`config.mk`:
```
export PLATFORM = sky130hd
export DESIGN_NAME = pint_master_flat
export DESIGN_NICKNAME = d
export VERILOG_FILES = /design/src/rtl/pint_master_if.sv /design/src/rtl/pint_master.sv /design/src/flat_wrapper.sv
export SDC_FILE = /design/constraint.sdc
export NUM_CORES = 1
export LEC_CHECK = 0
export ABC_AREA = 1
export CAP_MARGIN = 5
export CORE_MARGIN = 4
export CORE_UTILIZATION = 48
export CTS_CLUSTER_DIAMETER = 40
export CTS_CLUSTER_SIZE = 30
export DETAILED_ROUTE_END_ITERATION = 10
export PLACE_DENSITY = 0.76
export SETUP_SLACK_MARGIN = 0.3
export SLEW_MARGIN = 20
export SYNTH_ARGS = -nofsm -noshare
export SYNTH_HDL_FRONTEND = slang
export SYNTH_SLANG_ARGS = --single-unit
```
`constraint.sdc`:
```
create_clock -name clk -period 1.9 [get_ports clk]
set_clock_uncertainty 0.05 [all_clocks]
set_input_delay 0.285 -clock clk [delete_from_list [all_inputs] [get_ports clk]]
set_output_delay 0.285 -clock clk [all_outputs]
set_load 0.02 [all_outputs]
```
`src/rtl/pint_master_if.sv`:
```
// pint_master_if
//   Command / response port between ice_controller and pint_master.
//   cmd_*  : one 32-bit command per cmd_valid & cmd_ready handshake
//            (cmd_read = 1 for a read, 0 for a write; cmd_data is the write word).
//   rsp_*  : one read result per rsp_valid & rsp_ready handshake
//            (rsp_err = 1 when the slave never signalled ready; rsp_data is 0 then).
//   master : the command issuer (ice_controller side).
//   slave  : the PINT sequencer (pint_master).
interface pint_master_if;
    logic        cmd_valid;
    logic        cmd_ready;
    logic        cmd_read;
    logic [31:0] cmd_data;
    logic        rsp_valid;
    logic        rsp_ready;
    logic [31:0] rsp_data;
    logic        rsp_err;

    modport master (
        output cmd_valid, cmd_read, cmd_data, rsp_ready,
        input  cmd_ready, rsp_valid, rsp_data, rsp_err
    );

    modport slave (
        input  cmd_valid, cmd_read, cmd_data, rsp_ready,
        output cmd_ready, rsp_valid, rsp_data, rsp_err
    );
endinterface

```
`src/rtl/pint_master.sv`:
```
// pint_master
//   Sequencing controller for the PINT serial interface. Takes 32-bit write
//   and read commands from ice_controller, generates PINT_CLK from clk,
//   serializes / deserializes words MSB-first, owns PINT_RESETN sequencing
//   and the read-ready timeout.
//
// Ports
//   clk          system clock
//   reset        synchronous active-high reset (full re-initialisation)
//   soft_reset   one-cycle pulse: abort the current operation, redo PINT reset
//   host         command / response port (pint_master_if.slave)
//   busy         high whenever the controller is not idle
//   PINT_CLK     serial clock, low when idle
//   PINT_WRREQ   write frame active
//   PINT_WRDATA  current write bit
//   PINT_RDREQ   read request
//   PINT_RDRDY   slave ready (asynchronous, synchronized here)
//   PINT_RDDATA  read bit (asynchronous, synchronized here)
//   PINT_RESETN  active-low slave reset
//
// Bit timing: one bit = CLK_DIV clk cycles with PINT_CLK low, then CLK_DIV
// cycles high. Outputs only change on the first cycle of a low phase, and
// inputs are taken on the last cycle of a high phase, giving the slave a
// full phase of setup either way.
module pint_master #(
    parameter int CLK_DIV    = 4,    // PINT_CLK half-period in clk cycles, >= 3
    parameter int RST_CYCLES = 64,   // clk cycles PINT_RESETN is held low
    parameter int RD_TIMEOUT = 255   // sample points to wait for RDRDY
) (
    input  logic         clk,
    input  logic         reset,
    input  logic         soft_reset,
    pint_master_if.slave host,
    output logic         busy,
    output logic         PINT_CLK,
    output logic         PINT_WRREQ,
    output logic         PINT_WRDATA,
    output logic         PINT_RDREQ,
    input  logic         PINT_RDRDY,
    input  logic         PINT_RDDATA,
    output logic         PINT_RESETN
);

    localparam int PH_W   = $clog2(2 * CLK_DIV);
    localparam int EDGE_W = $clog2(RD_TIMEOUT + 1);
    localparam int RST_W  = $clog2(RST_CYCLES + 1);

    // Last cycle of the low phase (PINT_CLK rises next) and last cycle of
    // the high phase (sample point; PINT_CLK falls next).
    localparam logic [PH_W-1:0]   PH_MID    = PH_W'(CLK_DIV - 1);
    localparam logic [PH_W-1:0]   PH_LAST   = PH_W'(2 * CLK_DIV - 1);
    localparam logic [EDGE_W-1:0] EDGE_LAST = EDGE_W'(RD_TIMEOUT - 1);
    localparam logic [RST_W-1:0]  RST_LAST  = RST_W'(RST_CYCLES - 1);

    localparam logic [2:0] ST_RST_HOLD = 3'd0;
    localparam logic [2:0] ST_IDLE     = 3'd1;
    localparam logic [2:0] ST_WR_SHIFT = 3'd2;
    localparam logic [2:0] ST_WR_GAP   = 3'd3;
    localparam logic [2:0] ST_RD_WAIT  = 3'd4;
    localparam logic [2:0] ST_RD_SHIFT = 3'd5;
    localparam logic [2:0] ST_RD_DONE  = 3'd6;

    // ------------------------------------------------------------------
    // Two-flop synchronizers for the asynchronous slave inputs.
    // Bit 1 = RDRDY, bit 0 = RDDATA.
    // ------------------------------------------------------------------
    logic [1:0] pin_async;
    logic [1:0] pin_sync;
    logic       rdrdy_s;
    logic       rddata_s;

    assign pin_async = {PINT_RDRDY, PINT_RDDATA};

    genvar gi;
    generate
        for (gi = 0; gi < 2; gi++) begin : g_sync
            logic meta_reg;
            logic sync_reg;
            always_ff @(posedge clk) begin
                if (reset) begin
                    meta_reg <= 1'b0;
                    sync_reg <= 1'b0;
                end else begin
                    meta_reg <= pin_async[gi];
                    sync_reg <= meta_reg;
                end
            end
            assign pin_sync[gi] = sync_reg;
        end
    endgenerate

    assign rdrdy_s  = pin_sync[1];
    assign rddata_s = pin_sync[0];

    // ------------------------------------------------------------------
    // State
    // ------------------------------------------------------------------
    logic [2:0]        state_reg,     state_next;
    logic [PH_W-1:0]   ph_cnt_reg,    ph_cnt_next;
    logic [4:0]        bit_cnt_reg,   bit_cnt_next;
    logic [EDGE_W-1:0] edge_cnt_reg,  edge_cnt_next;
    logic [RST_W-1:0]  rst_cnt_reg,   rst_cnt_next;
    logic [31:0]       shreg_reg,     shreg_next;
    logic              pint_clk_reg,  pint_clk_next;
    logic              wrreq_reg,     wrreq_next;
    logic              wrdata_reg,    wrdata_next;
    logic              rdreq_reg,     rdreq_next;
    logic              resetn_reg,    resetn_next;
    logic              rsp_valid_reg, rsp_valid_next;
    logic [31:0]       rsp_data_reg,  rsp_data_next;
    logic              rsp_err_reg,   rsp_err_next;

    logic ph_mid;
    logic ph_end;
    logic clk_run;    // PINT_CLK toggles in this state
    logic phase_run;  // bit-period counter advances in this state

    assign ph_mid    = (ph_cnt_reg == PH_MID);
    assign ph_end    = (ph_cnt_reg == PH_LAST);
    assign clk_run   = (state_reg == ST_WR_SHIFT) || (state_reg == ST_RD_WAIT) ||
                       (state_reg == ST_RD_SHIFT);
    // The write gap counts a full bit period with PINT_CLK held low.
    assign phase_run = clk_run || (state_reg == ST_WR_GAP);

    always_comb begin
        state_next     = state_reg;
        ph_cnt_next    = ph_cnt_reg;
        bit_cnt_next   = bit_cnt_reg;
        edge_cnt_next  = edge_cnt_reg;
        rst_cnt_next   = rst_cnt_reg;
        shreg_next     = shreg_reg;
        pint_clk_next  = pint_clk_reg;
        wrreq_next     = wrreq_reg;
        wrdata_next    = wrdata_reg;
        rdreq_next     = rdreq_reg;
        resetn_next    = resetn_reg;
        rsp_valid_next = rsp_valid_reg;
        rsp_data_next  = rsp_data_reg;
        rsp_err_next   = rsp_err_reg;

        // Common bit-period timing.
        if (phase_run) begin
            if (ph_end) begin
                ph_cnt_next = '0;
            end else begin
                ph_cnt_next = ph_cnt_reg + 1'b1;
            end
        end
        if (clk_run) begin
            if (ph_mid) begin
                pint_clk_next = 1'b1;
            end else if (ph_end) begin
                pint_clk_next = 1'b0;
            end
        end

        case (state_reg)
            ST_RST_HOLD: begin
                if (rst_cnt_reg == RST_LAST) begin
                    resetn_next = 1'b1;
                    state_next  = ST_IDLE;
                end else begin
                    rst_cnt_next = rst_cnt_reg + 1'b1;
                end
            end

            ST_IDLE: begin
                if (host.cmd_valid) begin
                    ph_cnt_next   = '0;
                    bit_cnt_next  = '0;
                    pint_clk_next = 1'b0;
                    if (host.cmd_read) begin
                        state_next    = ST_RD_WAIT;
                        rdreq_next    = 1'b1;
                        edge_cnt_next = '0;
                    end else begin
                        state_next  = ST_WR_SHIFT;
                        shreg_next  = host.cmd_data;
                        wrreq_next  = 1'b1;
                        wrdata_next = host.cmd_data[31];
                    end
                end
            end

            ST_WR_SHIFT: begin
                if (ph_end) begin
                    if (bit_cnt_reg == 5'd31) begin
                        state_next  = ST_WR_GAP;
                        wrreq_next  = 1'b0;
                        wrdata_next = 1'b0;
                    end else begin
                        shreg_next   = {shreg_reg[30:0], 1'b0};
                        wrdata_next  = shreg_reg[30];
                        bit_cnt_next = bit_cnt_reg + 1'b1;
                    end
                end
            end

            ST_WR_GAP: begin
                if (ph_end) begin
                    state_next = ST_IDLE;
                end
            end

            ST_RD_WAIT: begin
                if (ph_end) begin
                    if (rdrdy_s) begin
                        state_next   = ST_RD_SHIFT;
                        bit_cnt_next = '0;
                    end else if (edge_cnt_reg == EDGE_LAST) begin
                        state_next     = ST_RD_DONE;
                        rdreq_next     = 1'b0;
                        rsp_valid_next = 1'b1;
                        rsp_err_next   = 1'b1;
                        rsp_data_next  = '0;
                    end else begin
                        edge_cnt_next = edge_cnt_reg + 1'b1;
                    end
                end
            end

            ST_RD_SHIFT: begin
                if (ph_end) begin
                    shreg_next = {shreg_reg[30:0], rddata_s};
                    if (bit_cnt_reg == 5'd31) begin
                        state_next     = ST_RD_DONE;
                        rdreq_next     = 1'b0;
                        rsp_valid_next = 1'b1;
                        rsp_err_next   = 1'b0;
                        rsp_data_next  = {shreg_reg[30:0], rddata_s};
                    end else begin
                        bit_cnt_next = bit_cnt_reg + 1'b1;
                    end
                end
            end

            ST_RD_DONE: begin
                if (host.rsp_ready) begin
                    rsp_valid_next = 1'b0;
                    rsp_err_next   = 1'b0;
                    state_next     = ST_IDLE;
                end
            end

            default: begin
                state_next   = ST_RST_HOLD;
                rst_cnt_next = '0;
                resetn_next  = 1'b0;
            end
        endcase

        // Abort wins over anything decided above, including an accept or a
        // response handshake in the same cycle; the command is simply dropped.
        if (soft_reset) begin
            state_next     = ST_RST_HOLD;
            rst_cnt_next   = '0;
            ph_cnt_next    = '0;
            resetn_next    = 1'b0;
            pint_clk_next  = 1'b0;
            wrreq_next     = 1'b0;
            wrdata_next    = 1'b0;
            rdreq_next     = 1'b0;
            rsp_valid_next = 1'b0;
            rsp_err_next   = 1'b0;
        end
    end

    always_ff @(posedge clk) begin
        if (reset) begin
            state_reg     <= ST_RST_HOLD;
            ph_cnt_reg    <= '0;
            bit_cnt_reg   <= '0;
            edge_cnt_reg  <= '0;
            rst_cnt_reg   <= '0;
            shreg_reg     <= '0;
            pint_clk_reg  <= 1'b0;
            wrreq_reg     <= 1'b0;
            wrdata_reg    <= 1'b0;
            rdreq_reg     <= 1'b0;
            resetn_reg    <= 1'b0;
            rsp_valid_reg <= 1'b0;
            rsp_data_reg  <= '0;
            rsp_err_reg   <= 1'b0;
        end else begin
            state_reg     <= state_next;
            ph_cnt_reg    <= ph_cnt_next;
            bit_cnt_reg   <= bit_cnt_next;
            edge_cnt_reg  <= edge_cnt_next;
            rst_cnt_reg   <= rst_cnt_next;
            shreg_reg     <= shreg_next;
            pint_clk_reg  <= pint_clk_next;
            wrreq_reg     <= wrreq_next;
            wrdata_reg    <= wrdata_next;
            rdreq_reg     <= rdreq_next;
            resetn_reg    <= resetn_next;
            rsp_valid_reg <= rsp_valid_next;
            rsp_data_reg  <= rsp_data_next;
            rsp_err_reg   <= rsp_err_next;
        end
    end

    // ------------------------------------------------------------------
    // Outputs: PINT pins come straight from flops so they never glitch.
    // ------------------------------------------------------------------
    assign host.cmd_ready = (state_reg == ST_IDLE);
    assign host.rsp_valid = rsp_valid_reg;
    assign host.rsp_data  = rsp_data_reg;
    assign host.rsp_err   = rsp_err_reg;
    assign busy           = (state_reg != ST_IDLE);

    assign PINT_CLK    = pint_clk_reg;
    assign PINT_WRREQ  = wrreq_reg;
    assign PINT_WRDATA = wrdata_reg;
    assign PINT_RDREQ  = rdreq_reg;
    assign PINT_RESETN = resetn_reg;

endmodule
```
`src/flat_wrapper.sv`:
```
// flat-port wrapper written by rule: the top's interface ports become plain ports
module pint_master_flat 
#(
    parameter int CLK_DIV    = 4,                                               
    parameter int RST_CYCLES = 64,                                        
    parameter int RD_TIMEOUT = 255                                     
)
  (clk, reset, soft_reset, busy, PINT_CLK, PINT_WRREQ, PINT_WRDATA, PINT_RDREQ, PINT_RDRDY, PINT_RDDATA, PINT_RESETN, host_cmd_valid, host_cmd_read, host_cmd_data, host_rsp_ready, host_cmd_ready, host_rsp_valid, host_rsp_data, host_rsp_err);
  pint_master_if host_i ();
  input  logic clk;
  input  logic reset;
  input  logic soft_reset;
  output logic busy;
  output logic PINT_CLK;
  output logic PINT_WRREQ;
  output logic PINT_WRDATA;
  output logic PINT_RDREQ;
  input  logic PINT_RDRDY;
  input  logic PINT_RDDATA;
  output logic PINT_RESETN;
  input wire logic [$bits(host_i.cmd_valid)-1:0] host_cmd_valid;
  input wire logic [$bits(host_i.cmd_read)-1:0] host_cmd_read;
  input wire logic [$bits(host_i.cmd_data)-1:0] host_cmd_data;
  input wire logic [$bits(host_i.rsp_ready)-1:0] host_rsp_ready;
  output wire logic [$bits(host_i.cmd_ready)-1:0] host_cmd_ready;
  output wire logic [$bits(host_i.rsp_valid)-1:0] host_rsp_valid;
  output wire logic [$bits(host_i.rsp_data)-1:0] host_rsp_data;
  output wire logic [$bits(host_i.rsp_err)-1:0] host_rsp_err;
  assign host_i.cmd_valid = host_cmd_valid;
  assign host_i.cmd_read = host_cmd_read;
  assign host_i.cmd_data = host_cmd_data;
  assign host_i.rsp_ready = host_rsp_ready;
  assign host_cmd_ready = host_i.cmd_ready;
  assign host_rsp_valid = host_i.rsp_valid;
  assign host_rsp_data = host_i.rsp_data;
  assign host_rsp_err = host_i.rsp_err;
  pint_master #(.CLK_DIV(CLK_DIV), .RST_CYCLES(RST_CYCLES), .RD_TIMEOUT(RD_TIMEOUT)) u_core (.clk(clk), .reset(reset), .soft_reset(soft_reset), .host(host_i), .busy(busy), .PINT_CLK(PINT_CLK), .PINT_WRREQ(PINT_WRREQ), .PINT_WRDATA(PINT_WRDATA), .PINT_RDREQ(PINT_RDREQ), .PINT_RDRDY(PINT_RDRDY), .PINT_RDDATA(PINT_RDDATA), .PINT_RESETN(PINT_RESETN));
endmodule
```
=== Word level (Yosys, flattened, before mapping) ===
Cells that the tools add are included.

* Output and inout bits: 41
* Register bits: 100
* Word-level logic and storage cells: 154
* Memories: 0
* Memory bits (writable): 0
* Bits in latches: 0
* Input bits: 40
* ROM bits: 0

* Magnitude comparators: 0
* Reduce and logical (&&, ||, !) cells: 25
* Divide/modulo/power cells: 0
* Equal/unequal tests: 32
* Muxes and demuxes: 74
* Bitwise logic cells: 1
* Add/subtract/negate cells: 4
* Shift-type cells: 0
* Multiply operators: 0

{| class="wikitable"
|+ Operators by type and width
! operator !! number
|-
| 2-to-1 mux 32 bit || 5
|-
| 2-to-1 mux 31 bit || 5
|-
| case mux 31 bit (3 select lines) || 1
|-
| case mux 32 bit (2 select lines) || 1
|-
| 2-to-1 mux 3 bit || 16
|-
| 2-to-1 mux 8 bit || 5
|-
| 2-to-1 mux 1 bit || 25
|-
| 2-to-1 mux 5 bit || 5
|-
| != test 2 bit (second input constant) || 12
|-
| AND reduction 6 bit || 4
|-
| case mux 3 bit (7 select lines) || 1
|-
| case mux 8 bit (2 select lines) || 1
|-
| case mux 5 bit (3 select lines) || 1
|-
| != test 2 x 1 -> 1 bit (second input constant) || 7
|-
| case mux 7 bit (2 select lines) || 1
|-
| equality test 3 bit (second input constant) || 4
|-
| nonzero test 3 bit || 4
|-
| AND reduction 10 bit || 1
|-
| equality test 3 x 2 -> 1 bit (second input constant) || 3
|-
| case mux 1 bit (3 select lines) || 3
|-
| adder 8 x 1 -> 8 bit (second input constant) || 1
|-
| equality test 8 bit (second input constant) || 1
|-
| AND reduction 8 bit || 1
|-
| adder 7 x 1 -> 7 bit (second input constant) || 1
|-
| 19 further kinds || 27
|}

=== Logic depth before layout (Yosys ltp) ===
* Depth after elaboration: 7
* Gate-level depth with buffers: 13
* Mapped depth without buffers: 13

=== Worst setup path after synthesis ===
No wires, ideal clock.

* Path type: reg-to-reg
* Start point: reg u_core.bit_cnt_reg[0]
* End point: reg u_core.rsp_data_reg[10], in the netlist u_core.host.rsp_data[10]
* Path buffers: 1
* Required time: 1,718 ps
* Arrival time: 1,605 ps
* Library setup time: 132 ps
* Period minus slack after synthesis: 1,788 ps
* Path slack: 112 ps
* Cell stages (with the launch flop): 13
* Cell sequence: dfxtp_1 -> ha_1 -> nand2_1 -> nor2_1 -> ha_1 -> inv_1 -> nand4_1 -> nand2_2 -> nor2_4 -> inv_2 -> buf_4 -> nand2_1 -> a21oi_1

* Longest elaborated chain between the ends: 3

{| class="wikitable"
|+ Ends and longest elaborated chain
! item !! RTL line !! text
|-
| start: declaration || pint_master.sv:100 || <nowiki>logic [4:0] bit_cnt_reg, bit_cnt_next;</nowiki>
|-
| start signal: assignment || pint_master.sv:287 || <nowiki>bit_cnt_reg <= bit_cnt_next;</nowiki>
|-
| equality test 5 bit || pint_master.sv:225 || <nowiki>if (bit_cnt_reg == 5'd31) begin</nowiki>
|-
| != test 2 bit (no source line) || - ||
|-
| AND reduction 6 bit (no source line) || - ||
|-
| end signal: assignment || pint_master.sv:297 || <nowiki>rsp_data_reg <= rsp_data_next;</nowiki>
|-
| end: declaration || pint_master.sv:110 || <nowiki>logic [31:0] rsp_data_reg, rsp_data_next;</nowiki>
|}

Every way passes these cells.
A chain may end at the register's enable or synchronous reset.

=== Final worst setup path ===
* Start point: reg u_core.bit_cnt_reg[0]
* End point: reg u_core.rsp_data_reg[9], in the netlist u_core.host.rsp_data[9]

Same word-level chain as after synthesis.

==> run summary <==
post-synthesis cell type count - 33
layout cells sized above 1 - 26.9%
Fin. Hold Viols - 0
CTS root buffer - clkbuf_8
Pwr Density - 504 mW/mm2
Slew headroom - 76.8%
post-route ant nets - 0
fin area - 0.00721 mm2
Synth Net Count - 769
cells after synthesis - 721
minimum clock period - 1.89 ns
initial antenna violation count - 0
Critical Path Start Type - register
CTS tree - done
register area share after synthesis - 41.1%
placed cell areas - 0.00600 mm2
# H-tree levels - 3
Max FO, Critical Path - 6
drt drc - 0
Via Count - 5239
post-synthesis register bit count - 100
largest net degree at the start of global routing - 42
total wire length - 14.9 mm
multi-input logic area - 0.00293 mm2
maximum clock insertion buffer count - 2
run status - complete, no violations
Storage cell area - 0.00202 mm2
setup TNS - 0 ns
CP required - 2.17 ns
Skew-Pair Late Insertion Delay - 0.38 ns
Filler cells - 749
vias in the first global route - 4983
total track usage - 24.2%
initial core utilization - 49.6%
Ys Warns - 0
CTS Buf Count - 9
first-pass GRT wire length - 23.0 mm
Sink Count - 100
total gr overflow - 0
Max Cap Viol - 0
placement-stage worst setup slack - -0.145 ns
worst slew pin tran - 0.347 ns
Syn Area/Cell - 6.76 um2
drt first-iter violations - 247
HPWL Detailed - 9.16 mm
Via density - 5.30
Hold WS - 0.358 ns
Die W - 109 um
CTS Hold Bufs - 0
CORE AREA - 0.00982 mm2
most frequent cells in the layout - nand2_1, dfxtp_1, nor2_1
Initial DRT Pass Iterations - 5
Final WS setup - 0.00902 ns
Lkg Pwr - 0.00316 uW
Die Height - 109 um
Hold Crit Class - reg -> reg
Crit Path Category - reg -> reg
die area - 0.0118 mm2
commonest non-fill, non-tap cell in the layout - nand2_1
Port-buffer cells - 80
area grow syn2layout - 47.9%
Mapped Area - 0.00487 mm2
wire per inst - 15.0 um
Final period util - 99.5%
setup violators final - 0
CP Capture Type - register
nets@finish - 900
# rows - 36
RSZ-0062 raised after global routing - yes
fmax - 529 MHz
Pins Over Slew Limit - 0
Largest register FFs - 32
gp weighted congestion - 0.913
Inserted Diodes - 0
Worst VDD drop - 0.000385 V
Worst EP arrival - 2.16 ns
Tot Pwr - 3630 uW
IO Count - 81
Worst-path clk slew - 0.10 ns
## path summary, 6_finish.rpt
| check | startpoint | cells past startpoint | end | slack (ns) |
|---|---|---|---|---|
| max | u_core.bit_cnt_reg[0] | 12 | u_core.host.rsp_data[9] | 0.009 |
| min | u_core.g_sync[1].meta_reg | 2 | u_core.g_sync[1].sync_reg | 0.36 |
| max reg2reg | u_core.bit_cnt_reg[0] | 12 | u_core.host.rsp_data[9] | 0.009 |
| min reg2reg | u_core.g_sync[1].meta_reg | 2 | u_core.g_sync[1].sync_reg | 0.36 |
## Yosys cell counts
master     number  share of area [%]
o21ai_2         1               0.18
buf_2           8               0.82
o21ai_0        42                4.3
ha_1            8                2.1
nor2_2          4               0.51
dfxtp_1       100                 41
o21bai_1        2               0.31
nand3_1        52                5.3
clkinv_1        1              0.077
a21oi_1        60                6.2
nand2_2         5               0.64
nand2_1       195                 15
nor2_4          3               0.69
nand2_4         1               0.23
o21ai_1         4               0.41
buf_1           2               0.15
nor2_1        114                8.8
a211oi_1        1               0.15
and3_1          1               0.13
xor2_1          7                1.3
buf_6           3               0.69
buf_4          12                1.8
nand3_4         1               0.36
nor3_2          1               0.21
o2111ai_4       1               0.54
clkbuf_1        8               0.62
nor3_1          4               0.41
inv_2           6               0.46
nand4_1         7               0.90
inv_1          62                4.8
nand3_2         2               0.41
o31ai_1         2               0.31
nor3b_1         1               0.15
## layer usage
layer | global-route usage [%] | wire length, um | vias up
met5 | 0 | 0 | -
met4 | 8.03 | 335 | 0
met3 | 5.21 | 973 | 30
met2 | 42.3 | 7510 | 204
met1 | 29.6 | 6040 | 2446
li1 | - | - | 2559
## power by group
group	switching, uW	total [uW]	internal (uW)
Sequential	3.44	2100	2100
Combinational	94.1	198	104
Clock	781	1330	551
Total	879	3630	2750
## cell families (layout without fill, tap and decap cells)
group           Yosys count  count (layout)  synth area share, %
fa+ha+maj                 8               8                 2.05
buf+inv                 102             237                 9.45
simple gates            391             391                 33.8
xor+xnor                  7               7                 1.26
flops                   100             100                 41.1
compound gates          113             113                 12.4
## worst max-delay path, stage by stage, from the launching register on
cell       delay [ns]
dfxtp_2          0.38
ha_4             0.17
nand2_4          0.07
nor2_4           0.14
ha_4             0.15
inv_4            0.04
nand4_1          0.10
nand2_2          0.09
nor2_4           0.16
buf_6            0.16
clkbuf_16        0.15
nand3_2          0.06
a21oi_2          0.12
## layout make-up
class | count | share of cell area (%)
Clock buffer | 11 | 2.10
Multi-Input combinational cell | 519 | 40.6
Inverter | 69 | 4.25
Timing Repair Buffer | 153 | 22.2
Clock inverter | 4 | 0.469
Tap cell | 133 | 2.31
Sequential cell | 100 | 28.0
## repair_timing
action / 4_1_cts / 5_1_grt
pin swaps: 31 / 47
setup endpoints to repair: 129 / 94
resized for setup: 153 / 90
setup buffers: 18 / 12
cloned: 6 / 1
## metrics by stage
stage	std cells	util [%]
floorplan	721	-
global placement	937	61.1
detailed placement	937	61.1
CTS	976	69.0
global route	989	73.4
finish	989	73.4
Note: power is estimated with default switching activity, not from simulation.
